`config.mk`:
```
export PLATFORM = sky130hd
export DESIGN_NAME = cmd_arb
export DESIGN_NICKNAME = d
export VERILOG_FILES = /design/src/rtl/quad_cmd_pkg.sv /design/src/rtl/cmd_wdog.sv /design/src/rtl/cmd_arb.sv
export SDC_FILE = /design/constraint.sdc
export NUM_CORES = 1
export LEC_CHECK = 0
export BUFFER_PORTS_ARGS = -buffer_cell sky130_fd_sc_hd__buf_2
export CORE_ASPECT_RATIO = 1.2
export CORE_MARGIN = 3
export CORE_UTILIZATION = 45
export CTS_BUF_LIST = sky130_fd_sc_hd__clkbuf_4
export DETAILED_ROUTE_END_ITERATION = 8
export GPL_ROUTABILITY_DRIVEN = 0
export PLACE_DENSITY_LB_ADDON = 0.25
export SLEW_MARGIN = 40
export SYNTH_ARGS = -nofsm -noshare
export SYNTH_HDL_FRONTEND = slang
export SYNTH_SLANG_ARGS = --single-unit
```
`constraint.sdc`:
```
create_clock -name clk -period 3.3 [get_ports clk]
set_input_delay 0.33 -clock clk [delete_from_list [all_inputs] [get_ports clk]]
set_output_delay 0.33 -clock clk [all_outputs]
set_load 0.01 [all_outputs]
```
`src/rtl/quad_cmd_pkg.sv`:
```
// Shared opcodes, response codes and arbiter types for the quad command path.
package quad_cmd_pkg;

   localparam logic [7:0] SET_PTCH  = 8'h02;
   localparam logic [7:0] SET_ROLL  = 8'h03;
   localparam logic [7:0] SET_YAW   = 8'h04;
   localparam logic [7:0] SET_THRST = 8'h05;
   localparam logic [7:0] CALIBRATE = 8'h06;
   localparam logic [7:0] EMER_LAND = 8'h07;
   localparam logic [7:0] MTRS_OFF  = 8'h08;

   localparam logic [7:0] POS_ACK = 8'hA5;
   localparam logic [7:0] NACK    = 8'h00;

   typedef enum logic [1:0] {NONE, HOST, AUX, FS} owner_t;

   typedef enum logic [1:0] {IDLE, ISSUE, WAIT_RESP} arb_state_t;

endpackage

```
`src/rtl/cmd_wdog.sv`:
```
// Saturating silence counter: counts up every cycle, clears on activity,
// flags when it has sat at TERM_CYC.
module cmd_wdog #(
   parameter int unsigned TERM_CYC = 2**26
) (
   input  logic clk,
   input  logic rst,
   input  logic clr,
   output logic term
);

   localparam int unsigned CW = $clog2(TERM_CYC + 1);

   logic [CW-1:0] cnt;

   always_ff @(posedge clk) begin
      if (rst || clr) begin
         cnt <= '0;
      end else if (cnt != CW'(TERM_CYC)) begin
         cnt <= cnt + CW'(1);
      end
   end

   assign term = (cnt == CW'(TERM_CYC));

endmodule

```
`src/rtl/cmd_arb.sv`:
```
// Shares the single cmd_cfg command port between host, aux and the
// host-silence failsafe; one command in flight, response routed to its owner.
//
// state     | meaning
// ----------+---------------------------------------------------------
// IDLE      | no command in flight; grant by priority fs > host > aux
// ISSUE     | cmd/data/cmd_rdy held until cmd_cfg pulses clr_cmd_rdy
// WAIT_RESP | waiting for send_resp; nack synthesised on timer expiry
module cmd_arb
   import quad_cmd_pkg::*;
#(
   parameter int unsigned WDOG_CYC     = 2**26,
   parameter int unsigned RESP_TMO_CYC = 4096
) (
   input  logic        clk,
   input  logic        rst,
   input  logic [7:0]  h_cmd,
   input  logic [15:0] h_data,
   input  logic        h_rdy,
   output logic        h_clr,
   output logic [7:0]  h_resp,
   output logic        h_resp_vld,
   input  logic [7:0]  a_cmd,
   input  logic [15:0] a_data,
   input  logic        a_rdy,
   output logic        a_clr,
   output logic [7:0]  a_resp,
   output logic        a_resp_vld,
   output logic [7:0]  cmd,
   output logic [15:0] data,
   output logic        cmd_rdy,
   input  logic        clr_cmd_rdy,
   input  logic        send_resp,
   input  logic [7:0]  resp,
   output logic        emer
);

   localparam int unsigned TW = $clog2(RESP_TMO_CYC + 1);

   arb_state_t    state;
   arb_state_t    state_nxt;
   owner_t        owner;
   owner_t        gnt;
   logic [TW-1:0] tmr;
   logic          hold;
   logic          wdog_term;
   logic          fs_req;
   logic          resp_done;
   logic [7:0]    resp_byte;

   cmd_wdog #(
      .TERM_CYC (WDOG_CYC)
   ) u_wdog (
      .clk  (clk),
      .rst  (rst),
      .clr  (h_rdy),
      .term (wdog_term)
   );

   // Once emer is latched the failsafe stays quiet until the host reappears.
   assign fs_req = wdog_term && !emer;

   always_ff @(posedge clk) begin
      if (rst) begin
         state <= IDLE;
      end else begin
         state <= state_nxt;
      end
   end

   always_comb begin
      state_nxt = state;
      gnt       = NONE;
      resp_done = 1'b0;
      resp_byte = NACK;
      case (state)
         IDLE: begin
            // hold keeps one idle cycle after each completed transaction
            if (!rst && !hold) begin
               if (fs_req) begin
                  gnt = FS;
               end else if (h_rdy) begin
                  gnt = HOST;
               end else if (a_rdy && !emer) begin
                  gnt = AUX;
               end
            end
            if (gnt != NONE) begin
               state_nxt = ISSUE;
            end
         end
         ISSUE: begin
            if (clr_cmd_rdy) begin
               state_nxt = WAIT_RESP;
            end
         end
         WAIT_RESP: begin
            if (send_resp) begin
               resp_done = 1'b1;
               resp_byte = resp;
               state_nxt = IDLE;
            end else if (tmr == TW'(RESP_TMO_CYC)) begin
               resp_done = 1'b1;
               resp_byte = NACK;
               state_nxt = IDLE;
            end
         end
         default: begin
            state_nxt = IDLE;
         end
      endcase
   end

   assign h_clr = (gnt == HOST);
   assign a_clr = (gnt == AUX);

   always_ff @(posedge clk) begin
      if (rst) begin
         owner      <= NONE;
         cmd        <= '0;
         data       <= '0;
         cmd_rdy    <= 1'b0;
         h_resp     <= '0;
         h_resp_vld <= 1'b0;
         a_resp     <= '0;
         a_resp_vld <= 1'b0;
         emer       <= 1'b0;
         tmr        <= '0;
         hold       <= 1'b0;
      end else begin
         h_resp_vld <= 1'b0;
         a_resp_vld <= 1'b0;
         hold       <= 1'b0;

         case (gnt)
            HOST: begin
               cmd  <= h_cmd;
               data <= h_data;
               emer <= 1'b0;
            end
            AUX: begin
               cmd  <= a_cmd;
               data <= a_data;
            end
            FS: begin
               cmd  <= EMER_LAND;
               data <= '0;
               emer <= 1'b1;
            end
            default: begin
            end
         endcase
         if (gnt != NONE) begin
            owner   <= gnt;
            cmd_rdy <= 1'b1;
         end

         if (state == ISSUE && clr_cmd_rdy) begin
            cmd_rdy <= 1'b0;
            tmr     <= '0;
         end

         if (state == WAIT_RESP) begin
            if (resp_done) begin
               hold  <= 1'b1;
               owner <= NONE;
               // failsafe-owned responses have nobody to go to
               if (owner == HOST) begin
                  h_resp     <= resp_byte;
                  h_resp_vld <= 1'b1;
               end else if (owner == AUX) begin
                  a_resp     <= resp_byte;
                  a_resp_vld <= 1'b1;
               end
            end else begin
               tmr <= tmr + TW'(1);
            end
         end
      end
   end

endmodule
```
== Word-level counts from Yosys, hierarchy flattened ==
Cells that the tools add are included.
Cells by class
  add/sub/neg operators: 2
  equal/unequal tests: 13
  muxes and demuxes: 27
  bitwise logic cells: 3
  reduce and logical (&&, ||, !) cells: 20
Operators with widths (number)
  16-bit case mux with 3 select lines: 1
  13-bit two-way mux: 3
  27-bit by 1-bit adder with 27-bit output, second input constant: 1
  27-bit == test, second input constant: 1
  27-bit inequality test, second input constant: 1
  2-bit two-way mux: 13
  8-bit case mux with 3 select lines: 1
  13-bit by 1-bit adder with 13-bit output, second input constant: 1
  13-bit == test, second input constant: 1
  2-bit == test, second input constant: 4
  8-bit two-way mux: 1
  2-bit by 1-bit == test with 1-bit output, second input constant: 3
  1-bit two-way mux: 6
  2-bit case mux with 3 select lines: 1
  3-bit AND reduction: 2
  2-bit nonzero test: 3
  1-bit logical AND: 4
  2-bit inequality test, second input constant: 2
  4-bit AND reduction: 1
  2-bit OR reduction: 2
  4-bit OR reduction: 1
  1-bit zero test: 3
  3-bit inequality test, second input constant: 1
  1-bit NOT: 3
  other kinds (5): 5
Storage, ports and cells
  bits in registers: 89
  input bits: 62
  output and inout port bits: 46
  logic and storage cells: 78

== Depth between registers and ports, before layout ==
  depth in word-level cells: 12
  mapped depth: 8
  gate-level depth less buffers: 7

== Cells and area by module ==
A second synthesis with hierarchy kept.
Unflattened totals
  cell total of the unflattened synthesis: 487
  area total of the unflattened synthesis: 4266.6 um^2
By module, submodules not included
  cmd_arb: times used 1, cells each 329, area an instance 2905.3 um^2
  cmd_wdog: times used 1, cells each 158, area an instance 1361.3 um^2

== Worst setup path after synthesis ==
Ideal clock, no wire load.
  kind: register -> register
  start: register u_wdog.cnt[9]
  end: register data[10]
  setup time: 86 ps
  arrival: 1913 ps
  required time: 3214 ps
  path slack: 1301 ps
  stages on the path, launching flop included: 7
  buffers on the path: 1
  clock period less this slack: 1999 ps
  cell sequence: dfxtp_1 > or4_4 > nor4_4 > nand2_2 > a31o_4 > buf_6 > a221oi_2
Between the ends
  cells in the longest elaborated chain, start to end: 8
  elaborated cells between the ends (all ways): 11
Ends and longest elaborated chain
  start, declared: line cmd_wdog.sv:14  | logic [CW-1:0] cnt;
  start signal, assigned: line cmd_wdog.sv:20  | cnt <= cnt + CW'(1);
  27-bit == test *: line cmd_wdog.sv:24  | assign term = (cnt == CW'(TERM_CYC));
  1-bit logical AND *: line cmd_arb.sv:61  | assign fs_req = wdog_term && !emer;
  2-bit two-way mux *: line cmd_arb.sv:80  | if (fs_req) begin
  2-bit two-way mux *: line cmd_arb.sv:79  | if (!rst && !hold) begin
  2-bit two-way mux * (2 in a row): line cmd_arb.sv:76  | case (state)
  2-bit == test / 2-bit by 1-bit == test with 1-bit output (equally long branches): line cmd_arb.sv:135  | case (gnt)
  16-bit case mux with 3 select lines / 3-bit nonzero test (equally long branches)
  end signal, assigned: line cmd_arb.sv:138  | data <= h_data;
  end signal, assigned: line cmd_arb.sv:143  | data <= a_data;
  end, declared: line cmd_arb.sv:30  | output logic [15:0] data,
Mark *: on every way between the ends. The rest lies on a longest branch, timed or not. The select of a mux whose other input is x is not followed.
A chain may end at the register's enable or synchronous reset.

== Final worst setup path ==
  start: register emer
  end: output port h_clr
Between the ends
  cells in the longest elaborated chain, start to end: 9
  elaborated cells between the ends (all ways): 10
Ends and longest elaborated chain
  start, declared: line cmd_arb.sv:35  | output logic emer
  start signal, assigned: line cmd_arb.sv:127  | emer <= 1'b0;
  start signal, assigned: line cmd_arb.sv:139  | emer <= 1'b0;
  start signal, assigned: line cmd_arb.sv:148  | emer <= 1'b1;
  1-bit zero test *: line cmd_arb.sv:61, cmd_arb.sv:84
  1-bit logical AND: line cmd_arb.sv:84  | end else if (a_rdy && !emer) begin
  2-bit two-way mux: line cmd_arb.sv:84
  2-bit two-way mux: line cmd_arb.sv:82  | end else if (h_rdy) begin
  2-bit two-way mux *: line cmd_arb.sv:80
  2-bit two-way mux *: line cmd_arb.sv:79
  2-bit two-way mux * (2 in a row): line cmd_arb.sv:76
  2-bit by 1-bit == test with 1-bit output *: line cmd_arb.sv:114  | assign h_clr = (gnt == HOST);
  end, declared: line cmd_arb.sv:20  | output logic h_clr,
Marked as above.

==> results.py <==
metrics = {
    "run_status": {
        "outcome": "finished, final reports clean",
    },
    "setup_path": {
        "r2r-end": "cmd[7]$_SDFFE_PP0P_",
        "start_kind": "flop",
        "regToRegStartpoint": "emer$_SDFFE_PP0P_",
        "critPathMaxFanout": 16,
        "critPathCaptureType": "output pin",
        "rrSetupSlack_ns": 0.95,
        "worstPathRequired_ns": 2.97,
        "reg2reg_depth": 5,
        "path_cells": "or3_1 > nor4_4 > nand2_2 > and2_1 > buf_2",
        "crit_type": "flop to output pin",
        "critPathBufInv": 1,
        "slowest_stage": "or3_1",
        "max_stage_delay_ns": 0.67,
        "cp_top_family": "simple AND/OR/NAND/NOR gates",
        "arrival_ns": 2.30,
    },
    "synth": {
        "ys.flop_type": "dfxtp_1",
        "synth_edf_count": 0,
        "async_reset_ff_share_pct": 0,
        "synth_most_common_cell": "dfxtp_1",
        "synth_top_area_share_pct": 43.0,
        "seq_area_frac_synth_pct": 43.0,
        "synth_top_cell_by_area": "dfxtp_1",
        "syn-num-nets": 524,
        "synth_seq_cells": 89,
        "synth_common_cells": "dfxtp_1 (89), nor2_1 (54), inv_1 (27)",
        "yosysWarnings": 0,
        "yosys-top-cells-area": "dfxtp_1 (43%), nor2_1 (4.9%), xor2_1 (4.9%)",
        "avgSynthCellArea_sq_um": 9.04,
        "syn_area_sq_mm": 0.00414,
        "ys_types": 50,
        "syn-instance-count": 458,
    },
    "timing": {
        "tns_ns": 0,
        "setup_viol": 0,
        "fin_crit_ns": 2.63,
        "slew_violations": 0,
        "slew_headroom_pct": 48.5,
        "clock_skew_ns": 0.0224,
        "max_freq_ghz": 0.380,
        "period_share_pct": 79.7,
        "hold_violations": 0,
        "timing.hold.ws_ns": 0.106,
        "rsz0062_at_grt": "false",
        "worst_slew_pin_slew_ns": 0.773,
        "postLayoutSetupSlackWorst_ns": 0.671,
    },
    "power_and_ir_drop": {
        "p_int_w": 0.00146,
        "sw_frac_of_total_pct": 27.0,
        "p_switching_w": 0.000540,
        "power_frac_comb_pct": 13.6,
        "cellLeakagePower_nw": 1.95,
        "powerDensity_mw_per_mm2": 411,
        "p_seq_share_pct": 56.9,
        "ir_drop_mv": 0.215,
        "clock_power_share_pct": 29.5,
    },
    "global_routing": {
        "track_usage_pct": 19.5,
        "grt_pass1_wl_mm": 16.5,
        "grt_overflow_total": 0,
        "grt_max_degree": 45,
        "antenna_found_initial": 0,
        "grt_pass1_vias": 3468,
    },
    "clocking": {
        "numCtsBuffers": 9,
        "clk_pin_slew_ns": 0.13,
        "root_buffer": "clkbuf_4",
        "tritoncts": "done",
        "cts_htree_levels": 3,
        "postCtsHoldBufs": 0,
        "post-cts-setup-buffer-count": 0,
        "clk_latency_ns": 0.43,
        "clk_path_buf_depth": 2,
        "ctsResizeCount": 0,
        "cts.sinks": 89,
    },
    "place": {
        "dp.cells": 659,
        "hpwl_mm": 7.54,
        "pre_cts_slack_ns": 0.950,
        "portBuffers": 107,
    },
    "routing": {
        "postRouteAntennaNets": 0,
        "wl_mm": 10.4,
        "vias": 3736,
        "wire_per_inst_um": 15.4,
        "drcViolationCount": 0,
        "dr_wl_met3_um": 545,
        "dr.pass1.iters": 5,
        "highest_layer": "met4",
        "via_per_inst": 5.54,
        "first_iter_violations": 249,
        "wl_met2_mm": 5.34,
        "routedLengthMet1_mm": 4.33,
    },
    "final_layout": {
        "drive_gt1_share_pct": 25.9,
        "multi_input_area_sq_mm": 0.00216,
        "ff_latch_area_sq_mm": 0.00178,
        "area_growth_syn_to_layout_pct": 17.6,
        "n_fill_cell": 829,
        "final_nets": 619,
        "diodes": 0,
        "fin_cells": 674,
    },
    "die": {
        "coreArea_sq_mm": 0.00875,
        "die_w_um": 93.6,
        "die_h_um": 111,
        "rows": 37,
        "initial_utilization_pct": 47.3,
        "top_level_ports": 108,
        "die-area_sq_mm": 0.0104,
    },
    "worst_hold_path": {
        "hold_path_depth": 3,
        "hold_class": "input port to flop",
        "hold_end": "cmd[5]$_SDFFE_PP0P_",
        "min-delay-start": "a_cmd[5]",
    },
    "run": {
        "cap_viol_max_count": 0,
    },
}
cell families after synthesis:
| group | share of synthesized area (%) |
|---|---|
| flip-flops | 43.0 |
| XOR/XNOR | 6.13 |
| adder cells (fa/ha/maj) | 1.21 |
| buffers and inverters | 4.89 |
| AO/OA/AOI/OAI | 22.0 |
| multiplexers | 0.242 |
| AND/OR/NAND/NOR | 22.5 |
layout by cell type (no fill, tap or decap), types with 6 or more instances in the layout:
cell type  instances
dfxtp_1           89
nor3_1             7
nand3_1           20
xor2_1            23
inv_1             27
a32oi_1            6
o31ai_1            9
nand2b_1          21
clkbuf_4          10
xnor2_1            6
a221oi_2          10
a21oi_1           25
o211ai_1          15
nand2_1           16
nand4_1           14
a32o_1            18
buf_2            107
nor2_1            54
how the worst max path moves through the flow:
stage	start	endpoint	slack [ns]	cells after the start
floorplan	u_wdog.cnt[9]$_SDFFE_PP0P_	data[10]$_SDFFE_PP0P_	1.30	6
global placement	rst	data[2]$_SDFFE_PP0P_	1.04	6
detailed placement	rst	cmd[4]$_SDFFE_PP0P_	0.95	6
CTS	u_wdog.cnt[0]$_SDFFE_PP0P_	a_clr	0.64	6
global route	emer$_SDFFE_PP0P_	h_clr	0.51	5
finish	emer$_SDFFE_PP0P_	h_clr	0.67	5
worst min-delay path: stages:
cell and delay [ns]:
buf_2 0.08, a32oi_1 0.05, o31ai_1 0.05
stage by stage:
stage	cell area, sq um	util (%)	total power [W]
2_1_floorplan	4140	-	0.00133
3_3_place_gp	4740	54.1	0.00143
3_5_place_dp	4740	54.2	0.00143
4_1_cts	4870	55.7	0.00202
5_1_grt	4870	55.7	0.00210
6_report	4870	55.7	0.00200
layer usage:
| metal | up-vias | GRT usage (%) |
|---|---|---|
| li1 | 1877 | - |
| met5 | - | 0 |
| met3 | 17 | 4.07 |
| met1 | 1761 | 23.7 |
| met4 | 0 | 7.42 |
| met2 | 81 | 33.4 |
state kept, by name (all words and copies together), names as in the netlist:
name,flops
tmr,13
h_resp_vld,1
u_wdog.cnt,27
cmd_rdy,1
hold,1
a_resp_vld,1
h_resp,8
owner,2
state,2
emer,1
data,16
cmd,8
a_resp,8
cell type report:
class                      count  share of cell area (%)
multi-input combinational    317                    44.3
sequential                    89                    36.6
timing repair buffer         109                    11.3
tap                          117                    3.00
inverter                      27                    2.08
clock buffer                  10                    1.54
clock inverter                 5                    1.18
power groups by stage:
stage | Sequential (W) | Combinational [W] | Clock (W)
2_1_floorplan | 0.00117 | 0.000155 | 0
3_3_place_gp | 0.00116 | 0.000268 | 0
3_5_place_dp | 0.00116 | 0.000273 | 0
4_1_cts | 0.00114 | 0.000273 | 0.000606
5_1_grt | 0.00114 | 0.000301 | 0.000653
6_report | 0.00114 | 0.000272 | 0.000590
No activity file was read; power rests on OpenSTA's default activity.
